$ cat src/rtl/alu_rr_arbiter.sv
// Two-requester round-robin front end for one shared 32-bit ALU (IDLE -> EXEC -> RESP).
// Optional per-requester completion counters are built when ALU_STATS_EN is defined.
module alu_rr_arbiter #(
  parameter int DATA_W = 32,
  parameter int STAT_W = 16
) (
  input  logic              clk,
  input  logic              rst_n,
  input  logic              req0_valid,
  output logic              req0_ready,
  input  logic [2:0]        req0_op,
  input  logic [DATA_W-1:0] req0_a,
  input  logic [DATA_W-1:0] req0_b,
  input  logic              req1_valid,
  output logic              req1_ready,
  input  logic [2:0]        req1_op,
  input  logic [DATA_W-1:0] req1_a,
  input  logic [DATA_W-1:0] req1_b,
  output logic              rsp_valid,
  input  logic              rsp_ready,
  output logic              rsp_id,
  output logic [DATA_W-1:0] rsp_f,
  output logic              rsp_zf,
  output logic              rsp_of,
  output logic [STAT_W-1:0] stat_cnt0,
  output logic [STAT_W-1:0] stat_cnt1
);

  // Handshakes: a transfer happens on a rising edge where valid && ready are
  // both high; requesters hold valid/op/operands stable until ready.
  localparam int SH_W = $clog2(DATA_W);

  typedef enum logic [1:0] {
    IDLE = 2'd0,
    EXEC = 2'd1,
    RESP = 2'd2
  } state_e;

  state_e state_q, state_d;

  logic              last_grant_q;
  logic [2:0]        op_q;
  logic [DATA_W-1:0] a_q, b_q;
  logic              id_q;
  logic              rsp_valid_q, rsp_id_q, rsp_zf_q, rsp_of_q;
  logic [DATA_W-1:0] rsp_f_q;

  logic              grant0, grant1;
  logic              hs0, hs1, rsp_hs;
  logic [DATA_W-1:0] alu_f;
  logic              alu_zf, alu_of;

  // The requester that did not win last time takes any contention.
  assign grant0 = req0_valid && (!req1_valid || last_grant_q);
  assign grant1 = req1_valid && (!req0_valid || !last_grant_q);

  assign hs0    = req0_ready;
  assign hs1    = req1_ready;
  assign rsp_hs = (state_q == RESP) && rsp_valid_q && rsp_ready;

  // State register
  always_ff @(posedge clk or negedge rst_n) begin
    if (!rst_n) begin
      state_q <= IDLE;
    end else begin
      state_q <= state_d;
    end
  end

  // Next-state logic
  always_comb begin
    state_d = state_q;
    case (state_q)
      IDLE:    if (hs0 || hs1) state_d = EXEC;
      EXEC:    state_d = RESP;
      RESP:    if (rsp_hs) state_d = IDLE;
      default: state_d = IDLE;
    endcase
  end

  // Output logic
  always_comb begin
    req0_ready = 1'b0;
    req1_ready = 1'b0;
    if (state_q == IDLE) begin
      req0_ready = grant0;
      req1_ready = grant1;
    end
  end

  // ALU on the latched operands
  always_comb begin
    alu_f  = '0;
    alu_of = 1'b0;
    case (op_q)
      3'b000: alu_f = a_q & b_q;
      3'b001: alu_f = a_q | b_q;
      3'b010: alu_f = a_q ^ b_q;
      3'b011: alu_f = a_q ~^ b_q;
      3'b100: begin
        alu_f  = a_q + b_q;
        alu_of = (a_q[DATA_W-1] == b_q[DATA_W-1]) && (alu_f[DATA_W-1] != a_q[DATA_W-1]);
      end
      3'b101: begin
        alu_f  = a_q - b_q;
        alu_of = (a_q[DATA_W-1] != b_q[DATA_W-1]) && (alu_f[DATA_W-1] != a_q[DATA_W-1]);
      end
      3'b110: alu_f = {{(DATA_W-1){1'b0}}, (a_q < b_q)};
      3'b111: begin
        // Shift amounts past the word width flush the result to zero.
        if (a_q >= DATA_W[DATA_W-1:0]) alu_f = '0;
        else                           alu_f = b_q << a_q[SH_W-1:0];
      end
      default: alu_f = '0;
    endcase
  end

  assign alu_zf = (alu_f == '0);

  // Operand latch and registered response
  always_ff @(posedge clk or negedge rst_n) begin
    if (!rst_n) begin
      last_grant_q <= 1'b1;
      op_q         <= '0;
      a_q          <= '0;
      b_q          <= '0;
      id_q         <= 1'b0;
      rsp_valid_q  <= 1'b0;
      rsp_id_q     <= 1'b0;
      rsp_f_q      <= '0;
      rsp_zf_q     <= 1'b0;
      rsp_of_q     <= 1'b0;
    end else begin
      if (hs0 || hs1) begin
        op_q         <= hs1 ? req1_op : req0_op;
        a_q          <= hs1 ? req1_a  : req0_a;
        b_q          <= hs1 ? req1_b  : req0_b;
        id_q         <= hs1;
        last_grant_q <= hs1;
      end
      if (state_q == EXEC) begin
        rsp_valid_q <= 1'b1;
        rsp_id_q    <= id_q;
        rsp_f_q     <= alu_f;
        rsp_zf_q    <= alu_zf;
        rsp_of_q    <= alu_of;
      end
      if (rsp_hs) begin
        rsp_valid_q <= 1'b0;
      end
    end
  end

  assign rsp_valid = rsp_valid_q;
  assign rsp_id    = rsp_id_q;
  assign rsp_f     = rsp_f_q;
  assign rsp_zf    = rsp_zf_q;
  assign rsp_of    = rsp_of_q;

`ifdef ALU_STATS_EN
  logic [STAT_W-1:0] cnt0_q, cnt1_q;
  localparam logic [STAT_W-1:0] CNT_ONE = {{(STAT_W-1){1'b0}}, 1'b1};

  // Saturating completion counters, cleared only by reset.
  always_ff @(posedge clk or negedge rst_n) begin
    if (!rst_n) begin
      cnt0_q <= '0;
      cnt1_q <= '0;
    end else if (rsp_hs) begin
      if (!rsp_id_q && (cnt0_q != '1)) cnt0_q <= cnt0_q + CNT_ONE;
      if (rsp_id_q && (cnt1_q != '1))  cnt1_q <= cnt1_q + CNT_ONE;
    end
  end

  assign stat_cnt0 = cnt0_q;
  assign stat_cnt1 = cnt1_q;
`else
  assign stat_cnt0 = '0;
  assign stat_cnt1 = '0;
`endif

endmodule
$ cat config.mk
export PLATFORM = sky130hd
export DESIGN_NAME = alu_rr_arbiter
export DESIGN_NICKNAME = d
export VERILOG_FILES = /design/src/rtl/alu_rr_arbiter.sv
export SDC_FILE = /design/constraint.sdc
export NUM_CORES = 1
export LEC_CHECK = 0
export BUFFER_PORTS_ARGS = -buffer_cell sky130_fd_sc_hd__buf_2
export CORE_MARGIN = 2
export CORE_UTILIZATION = 35
export CTS_BUF_LIST = sky130_fd_sc_hd__clkbuf_4 sky130_fd_sc_hd__clkbuf_8 sky130_fd_sc_hd__clkbuf_16
export DETAILED_ROUTE_END_ITERATION = 8
export GPL_TIMING_DRIVEN = 0
export PLACE_DENSITY = 0.65
export RECOVER_POWER = 100
export SYNTH_ARGS = -nofsm -noshare
export SYNTH_HDL_FRONTEND = slang
export SYNTH_SLANG_ARGS = --single-unit
$ cat constraint.sdc
create_clock -name clk -period 10.8 [get_ports clk]
set_clock_uncertainty 0.2 [all_clocks]
set_input_delay 2.16 -clock clk [delete_from_list [all_inputs] [get_ports clk]]
set_output_delay 2.16 -clock clk [all_outputs]
set_load 0.1 [all_outputs]
; ---- Word level (Yosys, flattened, before mapping)
; Index checks and enable logic that the tools add are counted.
[totals]
memories = 0
latchBits = 0
register_bits = 107
mem_bits_ro = 0
ram_bits = 0
output_inout_bits = 70
in_bits = 139
word_cells = 65
[op_classes]
eq_ne = 15
muxes = 13
reduce_logical = 17
bitwise = 4
magnitude_cmp = 2
div_mod_pow = 0
n_shift = 1
mul = 0
addsub = 2
[ops]
columns = cell, count
row1 = case mux 32 bit (8 select lines), 1
row2 = two-way mux 32 bit, 3
row3 = adder 32 bit, 1
row4 = bitwise AND 32 bit, 1
row5 = >= comparator 32 x 6 -> 1 bit (second input constant), 1
row6 = zero test 32 bit, 1
row7 = < comparator 32 bit, 1
row8 = bitwise OR 32 bit, 1
row9 = left shift 32 x 5 -> 32 bit, 1
row10 = subtractor 32 bit, 1
row11 = XNOR 32 bit, 1
row12 = bitwise XOR 32 bit, 1
row13 = == test 3 bit (second input constant), 4
row14 = == test 3 x 2 -> 1 bit (second input constant), 2
row15 = logical AND 1 bit, 6
row16 = case mux 2 bit (3 select lines), 1
row17 = two-way mux 1 bit, 4
row18 = two-way mux 2 bit, 2
row19 = != test 2 bit (second input constant), 2
row20 = == test 3 x 1 -> 1 bit (second input constant), 1
row21 = zero test 1 bit, 3
row22 = zero test 3 bit, 1
row23 = logical OR 1 bit, 3
row24 = two-way mux 3 bit, 1
row25 = 8 further kinds, 10

; ---- Longest topological paths before layout
[logic_depth]
depth_word = 7
mapped_depth = 17
ltp_nobuf = 14

; ---- Least setup slack after synthesis
; OpenSTA, ideal clock, no wires.
[synth_timing]
path_type = input port to output port
start = input port req1_valid
end = output port req0_ready
slack_ns = 4.899
arrival_time_ns = 3.541
path_stages = 4
required_ns = 8.440
path_buffers = 1
cell_sequence = nand2b_1 > nand3_1 > inv_2 > clkbuf_1
[synth_between]
elab_chain_cells = 4
[synth_lines]
columns = element, line_no
row1 = start: declaration, 14  ; input logic req1_valid,
row2 = zero test 1 bit, 54  ; assign grant0 = req0_valid && (!req1_valid || last_grant_q);
row3 = logical OR 1 bit, 54
row4 = logical AND 1 bit, 54
row5 = two-way mux 1 bit, 85  ; if (state_q == IDLE) begin
row6 = end: declaration, 10  ; output logic req0_ready,
; Every way passes these cells.

; ---- Worst setup path after layout
[layout_timing]
start = register a_q[2]
end = register rsp_zf_q, in the netlist rsp_zf
[layout_between]
elab_chain_cells = 4
word_cells_on_any_way = 12
classes_between = add/sub (2) / order compare (2) / shift (1) / mux (2) / bitwise (4) / reduce/logical (1)
[layout_lines]
columns = element, line_no
row1 = start: declaration, 43  ; logic [DATA_W-1:0] a_q, b_q;
row2 = start signal: assignment, 136  ; a_q <= hs1 ? req1_a : req0_a;
row3 = >= comparator 32 x 6 -> 1 bit / left shift 32 x 5 -> 32 bit (equally long branches), "111, 112"
row4 = two-way mux 32 bit, 111  ; if (a_q >= DATA_W[DATA_W-1:0]) alu_f = '0;
row5 = case mux 32 bit (8 select lines) *, 95  ; case (op_q)
row6 = zero test 32 bit *, 118  ; assign alu_zf = (alu_f == '0);
row7 = end signal: assignment, 145  ; rsp_zf_q <= alu_zf;
row8 = end: declaration, 45  ; logic rsp_valid_q, rsp_id_q, rsp_zf_q, rsp_of_q;
; Every way passes the cells marked *; elsewhere a longest branch is shown, timed or not.
; A chain may end at the register's enable or synchronous reset.

==> results.md <==
- PnR worst setup slack: 2.98 ns
- EDFF count, synth: 0
- GRT Total Usage: 0.294
- RSZ-0062 raised after global routing: no
- Int Pwr: 0.591 mW
- Worst r2r src: a_q[2]$_DFFE_PN0P_
- Starting Density: 0.356
- Port-buffer cells: 176
- Setup_tns: 0 ns
- Gr ovfl total: 0
- Post-CTS sizing: 0
- Sequential Power Share: 0.484
- Failing checks: design-rule violations, max-capacitance violations, max-slew violations
- Cell area after synthesis: 12700 um2
- Main synth FF type: dfrtp_1
- Layout cell share with drive strength beyond 1: 0.128
- WL/cell: 23.8 um
- Antenna violations before repair: 0
- Fin. max-slew vios: 110
- CTS root buffer: clkbuf_16
- Yosys cell types: 90
- Final WL: 56500 um
- Req. time, crit path: 10.88 ns
- Hold_buf cts: 0
- Hold Crit Start: last_grant_q$_DFFE_PN1P_
- Switch Pwr: 0.236 mW
- I/O pin total: 209
- Cell Area, Placed: 14300 um2
- Worst Tran Pin Value: 3.00 ns
- Relative slew margins: -0.997
- Die height: 194 um
- First-pass GRT wire length: 84400 um
- Number of fill cells: 3783
- Tcrit/Tclk final: 0.724
- Vias in the first global route: 13700
- R2R depth: 16
- Vias per cell: 6.00
- Max_cap viols: 2
- Seq/Total Area, Yosys: 0.211
- Fin nets: 2155
- Status: finished with violations
- Min-Delay Endpoint: last_grant_q$_DFFE_PN1P_
- Clk sinks: 107
- First drt pass iteration count: 7
- Drt initial violations: 1699
- FMAX: 128 MHz
- Hold Worst Slack: 0.268 ns
- HPWL after DPL: 46100 um
- Maximum vdd drop: 0.0818 mV
- FF/Latch Area: 2680 um2
- CP Data Arrival Time: 7.90 ns
- Tmin final: 7.82 ns
- Pleak: 5.96 nW
- Hold Path Stages: 2
- Placed cells: 2362
- Cell count after synthesis: 1693
- Min-delay worst type: flip-flop to flip-flop
- CTS tree: done
- Final core occ: 0.405
- Pwr per Cell Area: 57.3 nW/um2
- Worst setup EP type: flip-flop
- Total number of vias: 14300
- Final instance area: 14400 um2
- Area Growth Syn to Fin: 13.9%
- Total chip power: 0.827 mW
- CP Class: flip-flop to flip-flop
- Cts bufs inserted: 9
- Clk buf depth: 2
- Ant diodes: 0
- Mean post-synth cell area: 7.49 um2
- Clock transition at path regs: 0.07 ns
- Flops & latches, synth: 107
- Final Wtd Congestion: 0.991
- Drt drc: 9
- Post-CTS setup buffer count: 0
- Core Region: 35700 um2
- Ys async rst share: 1.00
- Row count: 69
- Clock power frac: 0.406
- Type of origin of the critical path: flip-flop
- Pin count of the biggest net entering global routing: 59
- Htree depth: 3
- Worst skew pair latency: 0.40 ns
- Die Wd: 194 um
- Dpl ws: 4.23 ns
- Switching share of power: 0.285
- Final Hold Vio Count: 0
- R2R Setup Slk: 2.98 ns
- Synth warn: 0
- Setup violations, final: 0
- Comb power frac: 0.110
- Worst R2R End: rsp_zf$_DFFE_PN0P_
- Footprint of the multi-input gates: 8950 um2
- Antenna Nets Post-Route: 0
- Max FO, Critical Path: 10
- Die ar.: 37800 um2
- Fin cells: 2378
## critical path: stages, from the launching register on
cell and delay [ns]:
dfrtp_1 0.50, clkbuf_1 0.54, clkbuf_1 0.50, clkinv_1 0.44, ha_1 0.40, clkbuf_1 0.21
o21ba_1 0.25, or4_1 0.55, a2111oi_0 0.94, nor2_1 0.26, a21oi_1 0.57, o211ai_1 0.18
a31oi_1 0.55, nand4_1 0.16, or4_1 0.61, or4_1 0.56, o41ai_1 0.25
## layer usage
metal | part of all wire | global-route usage
met2 | 0.43 | 0.453
met3 | 0.10 | 0.0699
met4 | 0.042 | 0.116
met1 | 0.42 | 0.397
met5 | 0 | 0
## kinds of logic after synthesis
kind of cell             after synthesis  share of synthesized area
AO/OA/AOI/OAI                        495                      0.260
XOR/XNOR                              49                     0.0339
adder cells (fa/ha/maj)              104                      0.104
buffers and inverters                258                     0.0888
flip-flops                           107                      0.211
multiplexers                          82                     0.0925
other                                  1                   0.000296
AND/OR/NAND/NOR                      597                      0.210
## final cells by class
class	instances	share of cell area
clock buffers	12	0.0172
plain buffers	148	0.0486
repair buffers	177	0.0577
clock inverters	4	0.00191
well taps	461	0.0400
flip-flops and latches	107	0.186
multi-input cells	1359	0.620
inverters	110	0.0286
## power groups by stage
stage	clock network (mW)	logic [mW]	registers (mW)
2_1_floorplan	0	0.0577	0.408
3_3_place_gp	0	0.0906	0.408
3_5_place_dp	0	0.0922	0.408
4_1_cts	0.340	0.0924	0.400
5_1_grt	0.357	0.0960	0.400
6_report	0.336	0.0907	0.400
## synth_stat cells (all sizes together) (13+ instances only)
cell / n / area share
o22ai: 18 / 0.0089
dfrtp: 106 / 0.21
nand3: 29 / 0.011
nor4: 17 / 0.0084
clkbuf: 85 / 0.025
nand4: 15 / 0.0074
o211ai: 22 / 0.013
mux2i: 41 / 0.032
a221oi: 21 / 0.015
mux2: 17 / 0.016
ha: 102 / 0.10
nor2: 167 / 0.049
nor3: 24 / 0.0095
mux4: 24 / 0.044
inv: 107 / 0.032
a21oi: 108 / 0.043
xnor2: 43 / 0.030
o21ai: 90 / 0.036
a31oi: 87 / 0.043
a211oi: 22 / 0.013
nand2: 261 / 0.077
nor2b: 13 / 0.0064
buf: 63 / 0.031
## state kept, by name (all words and copies together) (netlist names)
name / count
state_q: 2
a_q: 32
rsp_id: 1
op_q: 3
id_q: 1
last_grant_q: 1
b_q: 32
rsp_valid: 1
rsp_of: 1
rsp_zf: 1
rsp_f: 32
## cells in the final DEF, fill, tap and decap left out, types with 12 or more instances in the layout
| master | count |
|---|---|
| mux4_2 | 18 |
| buf_1 | 14 |
| nor2_1 | 167 |
| conb_1 | 32 |
| inv_1 | 107 |
| a211oi_1 | 22 |
| buf_2 | 144 |
| o22ai_1 | 18 |
| ha_1 | 102 |
| mux2i_1 | 41 |
| a221oi_1 | 20 |
| o21ai_0 | 88 |
| nand3_1 | 29 |
| clkbuf_1 | 133 |
| nand2_1 | 261 |
| nor3_1 | 24 |
| nor2b_1 | 13 |
| buf_4 | 32 |
| nand4_1 | 15 |
| o21bai_1 | 12 |
| dfrtp_1 | 106 |
| a21o_1 | 12 |
| a21oi_1 | 108 |
| a31oi_1 | 87 |
| nor4_1 | 17 |
| xnor2_1 | 43 |
| o211ai_1 | 22 |
| mux2_2 | 15 |
## how the worst max path moves through the flow
stage,from,slack (ns),cells past startpoint,endpoint
after detailed placement,a_q[3]$_DFFE_PN0P_,4.23,16,rsp_zf$_DFFE_PN0P_
after global routing,a_q[2]$_DFFE_PN0P_,2.55,16,rsp_zf$_DFFE_PN0P_
after global placement,a_q[3]$_DFFE_PN0P_,4.15,16,rsp_zf$_DFFE_PN0P_
after CTS,a_q[3]$_DFFE_PN0P_,4.20,16,rsp_zf$_DFFE_PN0P_
after floorplan,req1_valid,4.90,4,req0_ready
final,a_q[2]$_DFFE_PN0P_,2.98,16,rsp_zf$_DFFE_PN0P_
Note: power is estimated with default switching activity, not from simulation.
